<file path="src/rtl/drv_mon_pkg.sv">
// Shared types and constants for the driver FIFO monitor readout path.
// The optional checksum word is selected by the DRV_MON_READOUT_CSUM_EN macro.
package drv_mon_pkg;

    typedef enum logic [2:0] {
        IDLE = 3'd0,
        HDR  = 3'd1,
        ADDR = 3'd2,
        VCTR = 3'd3,
        STAT = 3'd4,
        CSUM = 3'd5
    } rd_state_t;

    localparam logic [15:0] HDR_MAGIC = 16'hD0A5;

    // Frame length in words: header, all bins packed two per word, status, optional checksum
    function automatic logic [7:0] frame_len(input int unsigned num_bins, input bit csum_en);
        return 8'(num_bins + 32'd2 + (csum_en ? 32'd1 : 32'd0));
    endfunction

endpackage

</file>
<file path="src/rtl/driver_monitor_frame_mux.sv">
// Combinational word selector for the statistics readout frame.
// The checksum word is only reachable when DRV_MON_READOUT_CSUM_EN is defined in the top.
module driver_monitor_frame_mux
    import drv_mon_pkg::*;
#(
    parameter int unsigned NUM_BINS = 16,
    parameter int unsigned CNT_SIZE = 16,
    parameter int unsigned IDX_W    = 3,
    parameter logic [7:0]  LEN      = 8'd18
) (
    input  rd_state_t                      state,
    input  logic [IDX_W-1:0]               idx,
    input  logic [7:0]                     frame_seq,
    input  logic [NUM_BINS*CNT_SIZE-1:0]   addr_snap,
    input  logic [NUM_BINS*CNT_SIZE-1:0]   vctr_snap,
    input  logic [15:0]                    addr_occ,
    input  logic [15:0]                    vctr_occ,
    input  logic [31:0]                    csum,
    output logic [31:0]                    word_c
);

    localparam int unsigned PAIR_W = 2 * CNT_SIZE;

    logic [PAIR_W-1:0] addr_pair;
    logic [PAIR_W-1:0] vctr_pair;

    // Select the bin pair {2k+1, 2k} for the current word index
    always_comb begin
        addr_pair = addr_snap[32'(idx) * PAIR_W +: PAIR_W];
        vctr_pair = vctr_snap[32'(idx) * PAIR_W +: PAIR_W];
    end

    // Build the outgoing word for the given state, zero-extending each bin to 16 bits
    always_comb begin
        word_c = '0;
        case (state)
            HDR:     word_c = {HDR_MAGIC, frame_seq, LEN};
            ADDR:    word_c = {16'(addr_pair[PAIR_W-1 -: CNT_SIZE]), 16'(addr_pair[CNT_SIZE-1:0])};
            VCTR:    word_c = {16'(vctr_pair[PAIR_W-1 -: CNT_SIZE]), 16'(vctr_pair[CNT_SIZE-1:0])};
            STAT:    word_c = {addr_occ, vctr_occ};
            CSUM:    word_c = csum;
            default: word_c = '0;
        endcase
    end

endmodule

</file>
<file path="src/rtl/driver_monitor_readout.sv">
// Snapshot-and-stream readout engine for the driver FIFO monitor statistics.
// Define DRV_MON_READOUT_CSUM_EN to append an XOR checksum word to every frame.
module driver_monitor_readout
    import drv_mon_pkg::*;
#(
    parameter int unsigned NUM_BINS = 16,
    parameter int unsigned CNT_SIZE = 16
) (
    input  logic                          clk,
    input  logic                          reset,
    input  logic                          snap_req,
    input  logic                          end_program,
    input  logic [NUM_BINS*CNT_SIZE-1:0]  addr_bins,
    input  logic [NUM_BINS*CNT_SIZE-1:0]  vctr_bins,
    input  logic [15:0]                   words_in_addr_fifo,
    input  logic [15:0]                   words_in_vctr_fifo,
    output logic                          out_valid,
    input  logic                          out_ready,
    output logic [31:0]                   out_data,
    output logic                          out_last,
    output logic                          busy,
    output logic [7:0]                    frame_seq,
    output logic [7:0]                    snap_drops
);

    localparam int unsigned HALF  = NUM_BINS / 2;
    localparam int unsigned IDX_W = (HALF > 1) ? $clog2(HALF) : 1;
    localparam logic [IDX_W-1:0] IDX_LAST = IDX_W'(HALF - 1);

`ifdef DRV_MON_READOUT_CSUM_EN
    localparam bit        CSUM_EN = 1'b1;
    localparam rd_state_t LAST_ST = CSUM;
`else
    localparam bit        CSUM_EN = 1'b0;
    localparam rd_state_t LAST_ST = STAT;
`endif

    localparam logic [7:0] LEN = frame_len(NUM_BINS, CSUM_EN);

    rd_state_t                     state;
    rd_state_t                     nxt_state;
    logic [IDX_W-1:0]              idx;
    logic [IDX_W-1:0]              nxt_idx;
    logic                          end_program_d;
    logic                          trigger;
    logic                          xfer;
    logic                          capture;
    logic [NUM_BINS*CNT_SIZE-1:0]  addr_snap;
    logic [NUM_BINS*CNT_SIZE-1:0]  vctr_snap;
    logic [15:0]                   addr_occ;
    logic [15:0]                   vctr_occ;
    logic [31:0]                   csum_nxt;
    logic [31:0]                   word_c;

    assign trigger = snap_req | (end_program & ~end_program_d);
    assign xfer    = out_valid & out_ready;
    assign capture = (state == IDLE) & trigger;

`ifdef DRV_MON_READOUT_CSUM_EN
    logic [31:0] csum_q;

    // Running XOR includes the word transferring this cycle so CSUM covers STAT too
    assign csum_nxt = xfer ? (csum_q ^ out_data) : csum_q;

    // Checksum accumulator, cleared on capture
    always_ff @(posedge clk) begin
        if (!reset) begin
            csum_q <= '0;
        end else if (capture) begin
            csum_q <= '0;
        end else begin
            csum_q <= csum_nxt;
        end
    end
`else
    assign csum_nxt = '0;
`endif

    // Next state and word index; states advance only on a transfer
    always_comb begin
        nxt_state = state;
        nxt_idx   = idx;
        case (state)
            IDLE: begin
                if (trigger) begin
                    nxt_state = HDR;
                    nxt_idx   = '0;
                end
            end
            HDR: begin
                if (xfer) nxt_state = ADDR;
            end
            ADDR: begin
                if (xfer) begin
                    if (idx == IDX_LAST) begin
                        nxt_state = VCTR;
                        nxt_idx   = '0;
                    end else begin
                        nxt_idx = idx + IDX_W'(1);
                    end
                end
            end
            VCTR: begin
                if (xfer) begin
                    if (idx == IDX_LAST) begin
                        nxt_state = STAT;
                        nxt_idx   = '0;
                    end else begin
                        nxt_idx = idx + IDX_W'(1);
                    end
                end
            end
            STAT: begin
`ifdef DRV_MON_READOUT_CSUM_EN
                if (xfer) nxt_state = CSUM;
`else
                if (xfer) nxt_state = IDLE;
`endif
            end
            CSUM: begin
                if (xfer) nxt_state = IDLE;
            end
            default: nxt_state = IDLE;
        endcase
    end

    // Word for the state being entered, so out_data can be registered
    driver_monitor_frame_mux #(
        .NUM_BINS (NUM_BINS),
        .CNT_SIZE (CNT_SIZE),
        .IDX_W    (IDX_W),
        .LEN      (LEN)
    ) u_frame_mux (
        .state     (nxt_state),
        .idx       (nxt_idx),
        .frame_seq (frame_seq),
        .addr_snap (addr_snap),
        .vctr_snap (vctr_snap),
        .addr_occ  (addr_occ),
        .vctr_occ  (vctr_occ),
        .csum      (csum_nxt),
        .word_c    (word_c)
    );

    // FSM state, snapshot capture, registered handshake outputs and counters
    always_ff @(posedge clk) begin
        if (!reset) begin
            state         <= IDLE;
            idx           <= '0;
            end_program_d <= 1'b0;
            addr_snap     <= '0;
            vctr_snap     <= '0;
            addr_occ      <= '0;
            vctr_occ      <= '0;
            out_valid     <= 1'b0;
            out_last      <= 1'b0;
            out_data      <= '0;
            busy          <= 1'b0;
            frame_seq     <= '0;
            snap_drops    <= '0;
        end else begin
            state         <= nxt_state;
            idx           <= nxt_idx;
            end_program_d <= end_program;
            out_valid     <= (nxt_state != IDLE);
            busy          <= (nxt_state != IDLE);

            if (capture) begin
                addr_snap <= addr_bins;
                vctr_snap <= vctr_bins;
                addr_occ  <= words_in_addr_fifo;
                vctr_occ  <= words_in_vctr_fifo;
            end

            if (trigger && (state != IDLE) && (snap_drops != 8'hFF)) begin
                snap_drops <= snap_drops + 8'd1;
            end

            if (capture || xfer) begin
                out_data <= word_c;
                out_last <= (nxt_state == LAST_ST);
            end

            if (xfer && out_last) begin
                frame_seq <= frame_seq + 8'd1;
            end
        end
    end

endmodule

</file>
<file path="config.mk">
export PLATFORM = sky130hd
export DESIGN_NAME = driver_monitor_readout
export DESIGN_NICKNAME = d
export VERILOG_FILES = /design/src/rtl/drv_mon_pkg.sv /design/src/rtl/driver_monitor_frame_mux.sv /design/src/rtl/driver_monitor_readout.sv
export SDC_FILE = /design/constraint.sdc
export NUM_CORES = 2
export LEC_CHECK = 0
export BUFFER_PORTS_ARGS = -buffer_cell sky130_fd_sc_hd__buf_2
export CELL_PAD_IN_SITES_DETAIL_PLACEMENT = 1
export CELL_PAD_IN_SITES_GLOBAL_PLACEMENT = 1
export CORE_ASPECT_RATIO = 0.8
export CORE_MARGIN = 4
export CORE_UTILIZATION = 40
export CTS_CLUSTER_SIZE = 8
export DETAILED_ROUTE_END_ITERATION = 10
export HOLD_SLACK_MARGIN = 0.05
export MAX_ROUTING_LAYER = met4
export PLACE_DENSITY_LB_ADDON = 0.1
export SYNTH_ARGS = -nofsm -noshare
export SYNTH_HDL_FRONTEND = slang
export SYNTH_HIERARCHICAL = 1
export SYNTH_SLANG_ARGS = --single-unit
</file>
<file path="constraint.sdc">
create_clock -name clk -period 3.8 [get_ports clk]
set_clock_uncertainty 0.05 [all_clocks]
set_input_delay 0.19 -clock clk [delete_from_list [all_inputs] [get_ports clk]]
set_output_delay 0.19 -clock clk [all_outputs]
set_load 0.005 [all_outputs]
</file>
Word level (Yosys, flattened, before mapping) --
Cells that the tools add are included.
Storage, ports and cells: bits in writable memories 0, latch bits 0, ROM bits 0, memories 0, output and inout bits 51, word-level logic and storage cells 55, flip-flop bits (word level) 601, bits of input ports 549
Cells by class: div/mod/pow operators 0, magnitude comparators 0, add/sub/neg operators 3, multipliers 0, eq/ne operators 11, bitwise logic cells 5, shift-type cells 2, multiplexer cells 13, reductions and logical operators 9
Operators with widths (number):
- $shiftx 256x9->32 | 2
- $pmux 32 s4 | 1
- $mux 3 | 10
- $add 8x1->8 const B | 2
- $pmux 3 s5 | 1
- $eq 3x2->1 const B | 4
- $eq 3x3->1 const B | 4
- $ne 8x8->1 const B | 1
- $eq 3x1->1 const B | 2
- $pmux 3 s2 | 1
- $reduce_bool 3->1 | 2
- $reduce_or 2->1 | 2
- $add 3x1->3 const B | 1
- $and 1x1->1 | 3
- $logic_and 1x1->1 | 3
- $logic_not 3->1 | 1
- $logic_or 1x1->1 | 1
- $not 1->1 | 1
- $or 1x1->1 | 1

Depth between registers and ports, before layout --
word-level depth 7, depth in mapped cells 16

Modules after synthesis --
The synthesis kept the hierarchy.
By module, submodules not included:
- driver_monitor_readout | instances 1, area an instance 21026.4 µm², cells an instance 2645, sequential area each 12031.5 µm²
- driver_monitor_frame_mux | instances 1, area an instance 5086.1 µm², cells an instance 561, sequential area each 0.0 µm²

Least setup slack after synthesis --
No wires, ideal clock.
path type reg-to-reg, start point register idx[0], end point register out_data[15], cell stages (with the launch flop) 15, clock period less this slack 2949 ps, arrival 2767 ps, setup slack 851 ps, setup time 132 ps, buffers on the path 2, cell sequence dfxtp_1 > ha_1 > ha_1 > nand3_1 > mux2_2 > a211oi_1 > or2_2 > buf_4 > and3b_1 > buf_2 > mux4_2 > a211oi_1 > o32ai_1 > o21ai_0 > a21oi_1
Between the ends: cells in the longest elaborated chain, start to end 6, elaborated cells on any way between the ends 18, classes of those cells 1 x add/sub; 5 x eq/ne; 2 x shift; 10 x mux
RTL lines:
- start: declaration | RTL line driver_monitor_readout.sv:42 | logic [IDX_W-1:0] idx;
- start signal: assignment | RTL line driver_monitor_readout.sv:163 | idx <= nxt_idx;
- $eq 3x3->1 * | RTL line driver_monitor_readout.sv:95, driver_monitor_readout.sv:105
- $mux 3 (on tied branches) | RTL line driver_monitor_readout.sv:105, driver_monitor_readout.sv:95
- $mux 3 (on tied branches) | RTL line driver_monitor_readout.sv:104, driver_monitor_readout.sv:94
- $pmux 3 s5 * | RTL line driver_monitor_readout.sv:83 | case (state)
- named net nxt_state[0] | RTL line driver_monitor_readout.sv:41 | rd_state_t nxt_state;
- $eq 3x3->1 (tied with other cells) | RTL line driver_monitor_frame_mux.sv:36 | case (state)
- $pmux 32 s4 * | RTL line driver_monitor_frame_mux.sv:36
- named net word_c[15] | RTL line driver_monitor_readout.sv:53 | logic [31:0] word_c;
- end signal: assignment | RTL line driver_monitor_readout.sv:180 | out_data <= word_c;
- end: declaration | RTL line driver_monitor_readout.sv:19 | output logic [31:0] out_data,
Mark *: on every way through the listed nets, which the timed path passes. The rest lies on a longest branch. A chain may end at the register's enable or synchronous reset.

Worst setup path in the final report --
start point register idx[0], end point register out_data[9]
Same word-level chain as after synthesis.

==> impl_metrics.ini <==
[worst_setup_path]
critPathKind = register to register
cp-start-kind = register
path_max_fanout = 45
crit_required_ps = 4260
end_kind = register
cp.arrival_ps = 4130

[timing]
period_needed_ps = 3668
worstMarginPinSlew_ps = 1436
holdWs_ps = 233.1
final_hold_viol_count = 0
slew_viol_final = 0
setup_viol = 0
max_slew_margin = 0.04296
layout_setup_ws_ps = 132.4
fmax_mhz = 272.7
period_share = 0.9651

[finish]
syn_to_final_growth_pct = 43.43
fin_area_um2 = 37450
layout-drive-gt1-share = 0.2065
finalNetCount = 4797

[placement]
pre_cts_ws_ps = 201.4
hpwl_mm = 84.94
io_buffer_count = 599
placed_area_um2 = 29550
routabilityCongestion = 0.9585

[logic_synthesis]
synth_area_per_cell_um2 = 8.145
synth_top_cell_by_area = dfxtp_1
syn_area_um2 = 26110
netlist_instances = 3206
async_flop_share = 0
synth_edf_count = 0
synth.area.top_cells = dfxtp_1, nand2_1, a21oi_1
yosys_warnings = 6
synth-seq-area-share = 0.4608
ys.flop_type = dfxtp_1
synth_cell_types = 59
synth.top_cell.area_share = 0.4608
ys_seq_elements = 601

[clock_tree]
cts_buffers = 85
worstSkewPairLatency_ps = 650
clockBufferDepth = 3
cts.sinks = 601
clk_pin_slew_ps = 60
tritoncts = done
clock-root-buffer = clkbuf_16
htree_levels = 3
cts_setup_buffers = 0

[route]
dr.pass1.iters = 6
drt_iter0_markers = 2923
remaining_drc_errors = 0
viasPerCell = 5.869
vias = 30210
wl_per_cell_um = 27.68
postRouteAntennaNets = 0
routed_wl_mm = 142.5

[worst_hold_path]
hold_path.class = input pin to register

[power]
cellPowerDensity_nw_per_um2 = 469.3
p_leak_nw = 15.36
vdd_drop_max_uv = 365.3

[grt]
grtUsageTotal = 0.4022
grt_pass1_wl_mm = 203.3
gr-total-overflow = 0
grt_pass1_vias = 31570
antenna_found_initial = 40
grt_start_max_net_pins = 230

[die]
initial_core_util = 0.4056
core.rowCount = 83
fp.dieH_um = 236.5
core_um2 = 64390
die-area_um2 = 69460
ios = 600
die_w_um = 293.7

[run_status]
status = finished clean

[job]
maxCapViolCount = 0
[flip-flops by register name (all words and copies together) (netlist names), 3 cells and up]
register,flops
addr_snap,256
snap_drops,8
vctr_occ,16
addr_occ,16
out_data,32
state,3
frame_seq,8
vctr_snap,256
idx,3
[per-stage QoR]
stage | std cells | setup TNS (ps) | util | power, mW
5_1_grt | 5143 | -4.717 | 0.5815 | 18.14
6_report | 5148 | 0 | 0.5817 | 17.58
2_1_floorplan | 3237 | 0 | - | 8.859
4_1_cts | 5101 | 0 | 0.5796 | 17.27
3_3_place_gp | 4459 | 0 | 0.4590 | 9.896
3_5_place_dp | 4459 | 0 | 0.4590 | 9.983
[final cells by class]
class	count	area [µm²]
clock inverters	8	147.6
clock buffers	86	2131
flip-flops and latches	601	12030
well taps	850	1064
fillers	7684	26930
repair buffers	1212	9163
inverters	5	26.28
diodes	47	117.6
multi-input cells	2339	12770
[cells in the mapped netlist (41+ instances only)]
library cell  count
nor2_1           45
buf_2           112
mux2_2           41
dfxtp_1         601
clkbuf_1        130
mux4_2           65
a21oi_1         616
mux2i_1          48
nand2_1        1132
o221ai_1         62
[final timing paths]
kind | startpoint | to | slack (ps) | cells after the start
worst min register to register | addr_snap[80]$_SDFFE_PN0P_ | addr_snap[80]$_SDFFE_PN0P_ | 400 | 2
worst max-delay path | idx[0]$_SDFF_PN0_ | out_data[9]$_SDFFE_PN0P_ | 130 | 13
worst min-delay path | snap_req | vctr_snap[207]$_SDFFE_PN0P_ | 230 | 5
worst max register to register | idx[0]$_SDFF_PN0_ | out_data[9]$_SDFFE_PN0P_ | 130 | 13
[kinds of logic after synthesis]
group | after synthesis | share of synthesized area
buffers and inverters | 297 | 0.05707
XOR/XNOR | 6 | 0.002013
other | 1 | 0.0001436
adder cells (fa/ha/maj) | 4 | 0.001917
AO/OA/AOI/OAI | 814 | 0.1776
multiplexers | 154 | 0.09214
AND/OR/NAND/NOR | 1329 | 0.2083
flip-flops | 601 | 0.4608
[power by group]
| part | internal (mW) | total (mW) | leakage, nW | switching, mW |
|---|---|---|---|---|
| combinational | 1.30 | 3.30 | 9.29 | 2.00 |
| clock | 3.99 | 7.01 | 1.12 | 3.01 |
| sequential | 6.85 | 7.27 | 4.95 | 0.418 |
[routing by layer]
metal  global-route usage  part of all wire  wire length [µm]  up-vias
li1                     -                 -                 -    13060
met1               0.4653              0.38             53970    14760
met2               0.6085              0.45             63930     1702
met3               0.1017             0.087             12400      684
met4               0.2908             0.086             12210        0
met5                    -                 0                 0        -
[cells in the final DEF (no fill, tap or decap), types with 3 or more instances in the layout]
| cell | count |
|---|---|
| nand4b_1 | 32 |
| a311oi_1 | 31 |
| nand4_1 | 5 |
| buf_2 | 599 |
| nand2b_1 | 14 |
| ha_1 | 4 |
| nor3_1 | 5 |
| a22oi_1 | 17 |
| dfxtp_1 | 601 |
| buf_4 | 49 |
| mux4_2 | 65 |
| o221ai_1 | 60 |
| nor2_1 | 44 |
| o21ai_0 | 36 |
| mux2_2 | 41 |
| xor2_1 | 3 |
| buf_12 | 15 |
| and3_1 | 33 |
| or4_1 | 3 |
| conb_1 | 32 |
| inv_1 | 3 |
| mux2i_1 | 48 |
| nand3_1 | 36 |
| xnor2_1 | 3 |
| o32ai_1 | 32 |
| dlygate4sd3_1 | 548 |
| clkbuf_16 | 85 |
| nand2_1 | 1132 |
| inv_16 | 5 |
| diode_2 | 47 |
| o31ai_1 | 3 |
| a21oi_1 | 616 |
| and2_1 | 8 |
[timing repair]
action | 4_1_cts | 5_1_grt
hold buffers | 548 | 0
hold endpoints to repair | 556 | 0
resized for setup | 0 | 4
setup endpoints to repair | 0 | 14
[critical path: stages, from the launching register on]
cell	delay, ps
dfxtp_1	360
ha_1	170
ha_1	200
nand3_1	90
mux2_2	280
a211oi_1	360
or2_4	230
nand3b_4	110
buf_12	210
mux4_2	560
nor2_1	450
o32ai_1	190
o21ai_0	100
a21oi_1	90
Power figures use the tool's default switching activity.
